===== config.mk =====
export PLATFORM = sky130hd
export DESIGN_NAME = fp_add_post_norm_flat
export DESIGN_NICKNAME = d
export VERILOG_FILES = /design/src/rtl/fp_pkg.sv /design/src/rtl/fp_add_post_norm_if.sv /design/src/rtl/fp_lzc26.sv /design/src/rtl/fp_add_post_norm.sv /design/src/flat_wrapper.sv
export SDC_FILE = /design/constraint.sdc
export NUM_CORES = 1
export LEC_CHECK = 0
export ABC_AREA = 1
export CORE_MARGIN = 2
export CORE_UTILIZATION = 59
export DETAILED_ROUTE_END_ITERATION = 6
export PLACE_DENSITY = 0.85
export SLEW_MARGIN = 20
export SYNTH_ARGS = -nofsm -noshare
export SYNTH_HDL_FRONTEND = slang
export SYNTH_SLANG_ARGS = --single-unit
export TNS_END_PERCENT = 100

===== constraint.sdc =====
create_clock -name clk -period 5.1 [get_ports clk]
set_input_delay 1.275 -clock clk [delete_from_list [all_inputs] [get_ports clk]]
set_output_delay 1.275 -clock clk [all_outputs]
set_load 0.005 [all_outputs]

===== src/rtl/fp_pkg.sv =====
// Shared types and binary32 constants for the adder post-normalization stage.
package fp_pkg;

  localparam int FP_EXP_W      = 8;
  localparam int FP_FRAC_W     = 23;
  localparam int FP_RAW_MANT_W = 27;
  localparam logic [FP_EXP_W-1:0] FP_EXP_INF = 8'hFF;

  typedef enum logic [2:0] {
    ST_IDLE,
    ST_CHECK,
    ST_SHIFT,
    ST_ROUND,
    ST_DONE
  } post_norm_state_t;

  function automatic logic [31:0] fp_pack_inf(input logic sign);
    return {sign, FP_EXP_INF, {FP_FRAC_W{1'b0}}};
  endfunction

endpackage


===== src/rtl/fp_add_post_norm_if.sv =====
// Raw-result input and packed-result output handshake bundle for fp_add_post_norm.
interface fp_add_post_norm_if;
  import fp_pkg::*;

  logic                     in_valid;
  logic                     in_ready;
  logic                     in_sign;
  logic [FP_EXP_W-1:0]      in_exp;
  logic [FP_RAW_MANT_W-1:0] in_mant;
  logic                     out_valid;
  logic                     out_ready;
  logic [31:0]              out_result;
  logic                     out_ovf;
  logic                     out_unf;
  logic                     out_inexact;

  modport master (
    output in_valid, in_sign, in_exp, in_mant, out_ready,
    input  in_ready, out_valid, out_result, out_ovf, out_unf, out_inexact
  );

  modport slave (
    input  in_valid, in_sign, in_exp, in_mant, out_ready,
    output in_ready, out_valid, out_result, out_ovf, out_unf, out_inexact
  );

endinterface


===== src/rtl/fp_lzc26.sv =====
// Combinational 26-bit leading-zero counter (26 when all zero).
// Only compiled when FP_POST_NORM_FAST_LZC_EN is defined.
`ifdef FP_POST_NORM_FAST_LZC_EN
module fp_lzc26 (
  input  logic [25:0] in_bits,
  output logic [4:0]  lzc
);

  // Ascending scan: the highest set bit is the last one to write lzc.
  always_comb begin
    lzc = 5'd26;
    for (int i = 0; i < 26; i++) begin
      if (in_bits[i]) begin
        lzc = 5'(25 - i);
      end
    end
  end

endmodule
`endif


===== src/rtl/fp_add_post_norm.sv =====
// Post-normalization, RNE rounding and binary32 packing after the FP adder.
// Define FP_POST_NORM_FAST_LZC_EN to normalize in one cycle with fp_lzc26.
module fp_add_post_norm
  import fp_pkg::*;
(
  input logic               clk,
  input logic               rst_n,
  fp_add_post_norm_if.slave bus
);

  localparam logic [8:0] EXP_INF9  = {1'b0, FP_EXP_INF};
  localparam logic [4:0] SHIFT_MAX = 5'd24;

  post_norm_state_t state_q, state_d;
  logic        sign_q, sign_d;
  logic [8:0]  exp_q, exp_d;
  logic [26:0] mant_q, mant_d;
  logic [4:0]  cnt_q, cnt_d;
  logic        in_ready_q, in_ready_d;
  logic        out_valid_q, out_valid_d;
  logic [31:0] result_q, result_d;
  logic        ovf_q, ovf_d;
  logic        unf_q, unf_d;
  logic        inexact_q, inexact_d;

  logic [26:0] mant_rsh;
  logic [8:0]  exp_inc;
  logic        rnd_inc;
  logic [24:0] sig_sum;

`ifdef FP_POST_NORM_FAST_LZC_EN
  logic [4:0]  lzc;
  logic [8:0]  exp_lim;
  logic [8:0]  fast_amt;
  logic [24:0] fast_body;

  // Sticky is excluded from the count; it never moves during normalization.
  fp_lzc26 u_lzc (
    .in_bits ({mant_q[25:1], 1'b0}),
    .lzc     (lzc)
  );

  always_comb begin
    exp_lim  = (exp_q > 9'd1) ? exp_q - 9'd1 : 9'd0;
    fast_amt = ({4'd0, lzc} < exp_lim) ? {4'd0, lzc} : exp_lim;
    if (fast_amt > {4'd0, SHIFT_MAX}) begin
      fast_amt = {4'd0, SHIFT_MAX};
    end
    fast_body = mant_q[25:1] << fast_amt;
  end
`endif

  always_comb begin
    state_d     = state_q;
    sign_d      = sign_q;
    exp_d       = exp_q;
    mant_d      = mant_q;
    cnt_d       = cnt_q;
    in_ready_d  = in_ready_q;
    out_valid_d = out_valid_q;
    result_d    = result_q;
    ovf_d       = ovf_q;
    unf_d       = unf_q;
    inexact_d   = inexact_q;

    mant_rsh = {1'b0, mant_q[26:2], mant_q[1] | mant_q[0]};
    exp_inc  = exp_q + 9'd1;
    rnd_inc  = mant_q[1] & (mant_q[0] | mant_q[2]);
    sig_sum  = {1'b0, mant_q[25:2]} + {24'd0, rnd_inc};

    case (state_q)
      ST_IDLE: begin
        if (bus.in_valid && in_ready_q) begin
          sign_d     = bus.in_sign;
          exp_d      = {1'b0, bus.in_exp};
          mant_d     = bus.in_mant;
          in_ready_d = 1'b0;
          state_d    = ST_CHECK;
        end
      end

      ST_CHECK: begin
        if (exp_q == EXP_INF9) begin
          result_d    = {sign_q, FP_EXP_INF, mant_q[24:2]};
          ovf_d       = 1'b0;
          unf_d       = 1'b0;
          inexact_d   = 1'b0;
          out_valid_d = 1'b1;
          state_d     = ST_DONE;
        end else if (mant_q == '0) begin
          result_d    = '0;
          ovf_d       = 1'b0;
          unf_d       = 1'b0;
          inexact_d   = 1'b0;
          out_valid_d = 1'b1;
          state_d     = ST_DONE;
        end else if (mant_q[26]) begin
          mant_d = mant_rsh;
          exp_d  = exp_inc;
          if (exp_inc == EXP_INF9) begin
            result_d    = fp_pack_inf(sign_q);
            ovf_d       = 1'b1;
            unf_d       = 1'b0;
            inexact_d   = mant_rsh[1] | mant_rsh[0];
            out_valid_d = 1'b1;
            state_d     = ST_DONE;
          end else begin
            state_d = ST_ROUND;
          end
        end else begin
`ifdef FP_POST_NORM_FAST_LZC_EN
          mant_d  = {1'b0, fast_body, mant_q[0]};
          exp_d   = exp_q - fast_amt;
          state_d = ST_ROUND;
`else
          if (!mant_q[25] && exp_q > 9'd1) begin
            cnt_d   = '0;
            state_d = ST_SHIFT;
          end else begin
            state_d = ST_ROUND;
          end
`endif
        end
      end

      // Guard shifts into the significand; sticky stays pinned at bit 0.
      ST_SHIFT: begin
        mant_d = {1'b0, mant_q[24:1], 1'b0, mant_q[0]};
        exp_d  = exp_q - 9'd1;
        cnt_d  = cnt_q + 5'd1;
        if (mant_d[25] || exp_d == 9'd1 || cnt_d == SHIFT_MAX) begin
          state_d = ST_ROUND;
        end
      end

      ST_ROUND: begin
        inexact_d = mant_q[1] | mant_q[0];
        ovf_d     = 1'b0;
        unf_d     = 1'b0;
        if (sig_sum[24]) begin
          if (exp_inc == EXP_INF9) begin
            result_d = fp_pack_inf(sign_q);
            ovf_d    = 1'b1;
          end else begin
            result_d = {sign_q, exp_inc[7:0], 23'd0};
          end
        end else if (sig_sum[23]) begin
          result_d = {sign_q, exp_q[7:0], sig_sum[22:0]};
        end else begin
          result_d = {sign_q, 8'd0, sig_sum[22:0]};
          unf_d    = mant_q[1] | mant_q[0];
        end
        out_valid_d = 1'b1;
        state_d     = ST_DONE;
      end

      ST_DONE: begin
        if (bus.out_ready) begin
          out_valid_d = 1'b0;
          in_ready_d  = 1'b1;
          state_d     = ST_IDLE;
        end
      end

      default: begin
        out_valid_d = 1'b0;
        in_ready_d  = 1'b1;
        state_d     = ST_IDLE;
      end
    endcase
  end

  always_ff @(posedge clk or negedge rst_n) begin
    if (!rst_n) begin
      state_q     <= ST_IDLE;
      sign_q      <= 1'b0;
      exp_q       <= '0;
      mant_q      <= '0;
      cnt_q       <= '0;
      in_ready_q  <= 1'b1;
      out_valid_q <= 1'b0;
      result_q    <= '0;
      ovf_q       <= 1'b0;
      unf_q       <= 1'b0;
      inexact_q   <= 1'b0;
    end else begin
      state_q     <= state_d;
      sign_q      <= sign_d;
      exp_q       <= exp_d;
      mant_q      <= mant_d;
      cnt_q       <= cnt_d;
      in_ready_q  <= in_ready_d;
      out_valid_q <= out_valid_d;
      result_q    <= result_d;
      ovf_q       <= ovf_d;
      unf_q       <= unf_d;
      inexact_q   <= inexact_d;
    end
  end

  assign bus.in_ready    = in_ready_q;
  assign bus.out_valid   = out_valid_q;
  assign bus.out_result  = result_q;
  assign bus.out_ovf     = ovf_q;
  assign bus.out_unf     = unf_q;
  assign bus.out_inexact = inexact_q;

endmodule


===== src/flat_wrapper.sv =====
// flat-port wrapper written by rule: the top's interface ports become plain ports
module fp_add_post_norm_flat import fp_pkg::*;
  (clk, rst_n, bus_in_valid, bus_in_sign, bus_in_exp, bus_in_mant, bus_out_ready, bus_in_ready, bus_out_valid, bus_out_result, bus_out_ovf, bus_out_unf, bus_out_inexact);
  fp_add_post_norm_if bus_i ();
  input logic clk;
  input logic rst_n;
  input wire logic [$bits(bus_i.in_valid)-1:0] bus_in_valid;
  input wire logic [$bits(bus_i.in_sign)-1:0] bus_in_sign;
  input wire logic [$bits(bus_i.in_exp)-1:0] bus_in_exp;
  input wire logic [$bits(bus_i.in_mant)-1:0] bus_in_mant;
  input wire logic [$bits(bus_i.out_ready)-1:0] bus_out_ready;
  output wire logic [$bits(bus_i.in_ready)-1:0] bus_in_ready;
  output wire logic [$bits(bus_i.out_valid)-1:0] bus_out_valid;
  output wire logic [$bits(bus_i.out_result)-1:0] bus_out_result;
  output wire logic [$bits(bus_i.out_ovf)-1:0] bus_out_ovf;
  output wire logic [$bits(bus_i.out_unf)-1:0] bus_out_unf;
  output wire logic [$bits(bus_i.out_inexact)-1:0] bus_out_inexact;
  assign bus_i.in_valid = bus_in_valid;
  assign bus_i.in_sign = bus_in_sign;
  assign bus_i.in_exp = bus_in_exp;
  assign bus_i.in_mant = bus_in_mant;
  assign bus_i.out_ready = bus_out_ready;
  assign bus_in_ready = bus_i.in_ready;
  assign bus_out_valid = bus_i.out_valid;
  assign bus_out_result = bus_i.out_result;
  assign bus_out_ovf = bus_i.out_ovf;
  assign bus_out_unf = bus_i.out_unf;
  assign bus_out_inexact = bus_i.out_inexact;
  fp_add_post_norm u_core (.clk(clk), .rst_n(rst_n), .bus(bus_i));
endmodule

# Yosys cells after proc, flatten, opt, wreduce, memory -nomap -nowiden
# Index checks and enable logic that the tools add are counted.
# W data, S select, Z words.
# word_totals
mem_bits_rw	0
mem_bits_ro	0
out_inout_bits	37
input_bits	40
reg_bits	82
elab_cells	123
latchBits	0
n_memories	0
# classes
n_mux	58
n_eq_ne	18
n_mul	0
n_addsub	4
n_reduce_logical	22
bitwise_logic	7
div	0
shifts	0
n_lt_le_gt_ge	1
# op_table
op	n
$mux W32	4
$mux W31	3
$mux W27	3
$pmux W27 S3	1
$pmux W32 S2	1
$mux W9	4
$logic_not A27 Y1	1
$pmux W9 S3	1
$mux W26	1
$add A24 B1 Y25	1
$mux W1	22
$mux W3	7
$mux W5	4
$eq A9 B8 Y1 const B	2
$pmux W3 S5	1
$pmux W5 S2	1
$reduce_and A5 Y1	2
$add A9 B1 Y9 const B	1
$eq A9 B1 Y1 const B	1
$gt A9 B1 Y1 const B	1
$reduce_and A3 Y1	3
$sub A9 B1 Y9 const B	1
$ne A2 B1 Y1 const B	4
$ne A2 B2 Y1 const B	4
other kinds (23)	36

# Logic depth before layout (Yosys ltp)
# logic_depth
ltp_word	7
mapped_depth	19
depth_no_buf	18

# Least setup slack after synthesis
# No wires, ideal clock.
# synth_path
path_type	register to register
start	reg u_core.exp_q[0]
end	reg u_core.result_q[4], in the netlist u_core.bus.out_result[4]
setup_ns	0.117
synth_period_minus_slack_ns	2.305
n_path_buf	2
arrival_ns	2.188
path_stages_with_launch	20
required_time_ns	4.983
path_slack_ns	2.795
cell_sequence	dfrtp_1 -> ha_1 -> nand2_1 -> inv_1 -> nand2_1 -> nor2_1 -> ha_1 -> nand2_1 -> inv_1 -> nand3_1 -> nor2_1 -> nand2_1 -> nor2_2 -> nand2_2 -> nand3_4 -> nand2_4 -> buf_6 -> buf_6 -> nand2_1 -> nand2_1
# synth_between
elab_chain_len	4
elab_cells_between_ends	8
cone_classes	add/sub: 1; eq/ne: 4; mux: 2; reduce/logical: 1
# synth_lines
element	line	rtl
from (decl)	fp_add_post_norm.sv:16	logic [8:0] exp_q, exp_d;
from (signal assigned)	fp_add_post_norm.sv:189	exp_q <= exp_d;
$add A9 B1 Y9	fp_add_post_norm.sv:67	exp_inc = exp_q + 9'd1;
$eq A9 B8 Y1	fp_add_post_norm.sv:100	if (exp_inc == EXP_INF9) begin
$ne A4 B1 Y1 (no line)	-	
$reduce_and A3 Y1 (no line)	-	
to (signal assigned)	fp_add_post_norm.sv:194	result_q <= result_d;
to (decl)	fp_add_post_norm.sv:21	logic [31:0] result_q, result_d;
# Parallel ways exist; a longest one is shown, timed or not.
# A chain may end at the register's enable or synchronous reset.

# Worst setup path after layout
# layout_path
start	reg u_core.exp_q[0]
end	reg u_core.result_q[28], in the netlist u_core.bus.out_result[28]
# layout_between
elab_chain_len	5
elab_cells_between_ends	10
cone_classes	add/sub: 1; eq/ne: 4; mux: 4; reduce/logical: 1
# layout_lines
element	line	rtl
$add A9 B1 Y9	fp_add_post_norm.sv:67	
$eq A9 B8 Y1	fp_add_post_norm.sv:100, fp_add_post_norm.sv:141	
$mux W31	fp_add_post_norm.sv:141	if (exp_inc == EXP_INF9) begin
$mux W31	fp_add_post_norm.sv:140	if (sig_sum[24]) begin
$pmux W32 S2	fp_add_post_norm.sv:71	case (state_q)
# Parallel ways exist; a longest one is shown, timed or not.

==> run summary <==
Critical Path AT: 3.43 ns
Setup Skew: 0.0129 ns
DP HPWL: 12,000 um
Root Buffer: clkbuf_8
Worst hold stages: 2
Synth Area in Compound Gates: 0.142
Num Clock Sinks: 82
First-pass GRT wire length: 26,900 um
Register Area: 2050 sq um
Hold Startpoint: u_core.bus.out_unf$_DFFE_PN0P_
Multi-input combinational cell area: 2850 sq um
Port Buf Inserts: 76
Relative max-transition margin: 0.497
Synthesis-stage register bit count: 82
CTS Buf Count: 9
DR iter-0 viols: 460
Unrepaired setup endpoints after global routing: no
Final wirelength: 16,400 um
Post-route ant nets: 0
Post-route minimum period: 3.13 ns
ANT cells: 0
Initial antenna violation count: 0
Post-synthesis mux area share: 0
Sequential area share after synthesis: 0.382
# nets final: 914
H-tree depth: 3
Clk slew on worst S/H paths: 0.09 ns
Resize count post-CTS: 0
Drt via density: 5.84
Dpl cells: 963
Clk Latency, worst-skew pair: 0.36 ns
Max VDD drop: 342 uV
Row count: 34
CTS Buffer Depth: 2
Worst r2r src: u_core.exp_q[0]$_DFFE_PN0P_
Type of origin of the critical path: flip-flop
Syn_area_per_cell: 6.68 sq um
Synth Warn #: 0
Setup crit end kind: flip-flop
Most instantiated library cell after synthesis: nand2_1
Placement Cell Area: 6130 sq um
Syn_nets: 852
Leading area contributor after synthesis: dfrtp_1
Share of cells above drive strength 1: 0.0482
Setup Viol. Count Final: 0
Post-synthesis cell type count: 32
Synth Flop Type: dfrtp_1
Final Non-Filler Cells: 979
DIE WIDTH: 99.4 um
Fin crit share: 0.613
Reg-to-Reg End: u_core.bus.out_result[28]$_DFFE_PN0P_
Mapped cell area: 5370 sq um
Largest net degree at the start of global routing: 83
Final hold vios: 0
# DRC: 0
Max-slew violation count: 0
GRT Total Usage: 0.344
Post-CTS Setup Repair Bufs: 0
Cell mode on critical path: nand2_1
Sum of negative setup slack: 0 ns
Crit Path Category: reg -> reg
CP bufs+invs: 3
Largest stage delay on the critical path: 0.51 ns
Worst Hold Class: reg -> reg
Hold-fix buffers, CTS: 0
Synth-to-layout area growth: 17.9%
Worst-Margin Slew: 0.754 ns
Grt total ovfl: 0
Worst Path Required: 5.40 ns
IO Count: 77
Number of global-route vias before repair: 5,613
# fillers: 764
Fmax: 320 MHz
Status: finished clean
Hold endpoint: u_core.bus.out_unf$_DFFE_PN0P_
Detailed-route wire length per cell: 16.7 um
Core box area: 8760 sq um
Post-synthesis adder-cell area fraction: 0.0186
Top area cells in the synthesized netlist: dfrtp_1 (38%), nand2_1 (21%), o21ai_0 (6.8%)
Post-Syn Instances: 804
Final GP Congestion: 0.963
CP max FO: 40
Top cells by count, synth: nand2_1 (298), dfrtp_1 (81), inv_1 (78)
DR pass1 iterations: 5
CP delay by family, top: simple AND/OR/NAND/NOR gates
Slack of the worst reg-to-reg path: 1.97 ns
Max cap viols: 0
CP max-delay cell: dfrtp_1
Largest family of logic cells by synthesized area: simple AND/OR/NAND/NOR gates
Design Power: 0.00389 W
Full die area: 9890 sq um
Height of the die: 99.4 um
Worst Reg-to-Reg Cells: 18
Leak pwr: 3.05 nW
Pwr per Cell Area: 614 nW/um^2
FFs w/ async S/R, synth: 1.00
Initial Util: 0.613
CTS tree: yes
Routed vias: 5,713
Worst-path cell chain: ha_1 -> nand2_1 -> inv_1 -> nand2_1 -> nor2_1 -> ha_1 -> nand2_1 -> inv_1 -> nand3_1 -> nor2_1 -> nand2_1 -> nor2_2 -> nand2_2 -> nand3_4 -> nand2_4 -> inv_2 -> nand3_1 -> nand2_1
Final instance area: 6330 sq um
Yosys top cell area share: 0.377
Synth Area in XOR/XNOR: 0.0212
Simple-Gate Fraction of Synth Area: 0.348
Post-synth EDFFs: 0
-- registers in the layout, indices dropped and copies added (netlist names), 3 cells and up --
name,cells
u_core.mant_q,27
u_core.bus.out_result,32
u_core.cnt_q,5
u_core.state_q,3
u_core.exp_q,9
-- worst min-delay path, cell delays in order (launching register included) --
cell	delay (ns)
dfrtp_1	0.35
nand2_1	0.06
nand2_1	0.05
-- report_power, final --
part,internal [W],switching (W)
sequential,0.000941,0.000305
combinational,0.000751,0.00140
clock,0.000233,0.000259
-- area by class of cell --
cell class / instances / area share
Clock buffer: 10 / 0.0202
Timing Repair Buffer: 77 / 0.121
Sequential cell: 82 / 0.324
Tap cell: 108 / 0.0213
Clock inverter: 6 / 0.0117
Multi-Input combinational cell: 610 / 0.450
Inverter: 86 / 0.0510
-- metrics by stage --
step | util | worst slack (ns) | hold WS [ns]
finish | 0.723 | 1.97 | 0.480
global route | 0.723 | 1.60 | 0.500
CTS | 0.722 | 2.00 | 0.485
detailed placement | 0.699 | 1.84 | 0.463
global placement | 0.699 | 1.90 | 0.457
floorplan | - | 2.80 | 0.449
-- cell families (layout without fill, tap and decap cells) --
logic type | Yosys count | count (layout)
AND/OR/NAND/NOR | 451 | 451
flip-flops | 82 | 82
XOR/XNOR | 13 | 13
adder cells (fa/ha/maj) | 8 | 8
buffers and inverters | 112 | 179
AO/OA/AOI/OAI | 138 | 138
-- metal layers --
metal,track usage,wire [um],vias to the layer above
li1,-,-,2717
met3,0.0471,1200,60
met1,0.409,6410,2628
met2,0.610,8070,308
met4,0.173,706,0
met5,0,0,-
-- layout by cell type (no fill, tap or decap), types with 2 or more instances in the layout --
cell type,Yosys,final
clkinv_1,2,2
nand2_2,3,4
o221ai_1,6,6
a21oi_1,22,22
xor2_1,13,13
o21ai_0,73,73
o22ai_1,31,31
o21ai_1,2,2
clkbuf_8,0,9
nand2_1,298,297
clkinvlp_4,0,2
ha_1,8,8
nor2_1,70,70
o211ai_1,2,2
nand3_4,2,2
dfrtp_1,81,81
nand3_2,2,2
nand4_1,8,8
inv_2,6,6
clkdlybuf4s50_1,0,75
nand3_1,50,50
nor3_1,7,7
nor2_2,7,7
inv_1,78,78
-- worst max-delay path by stage --
stage	start	endpoint	depth (start not counted)
after floorplan	u_core.exp_q[0]$_DFFE_PN0P_	u_core.bus.out_result[4]$_DFFE_PN0P_	19
after detailed placement	bus_in_valid	u_core.exp_q[7]$_DFFE_PN0P_	9
after global placement	bus_in_valid	u_core.exp_q[7]$_DFFE_PN0P_	9
final	u_core.exp_q[0]$_DFFE_PN0P_	u_core.bus.out_result[28]$_DFFE_PN0P_	18
after CTS	u_core.exp_q[0]$_DFFE_PN0P_	u_core.bus.out_result[28]$_DFFE_PN0P_	18
after global routing	u_core.exp_q[0]$_DFFE_PN0P_	u_core.bus.out_result[23]$_DFFE_PN0P_	18
No activity file was read; power rests on OpenSTA's default activity.
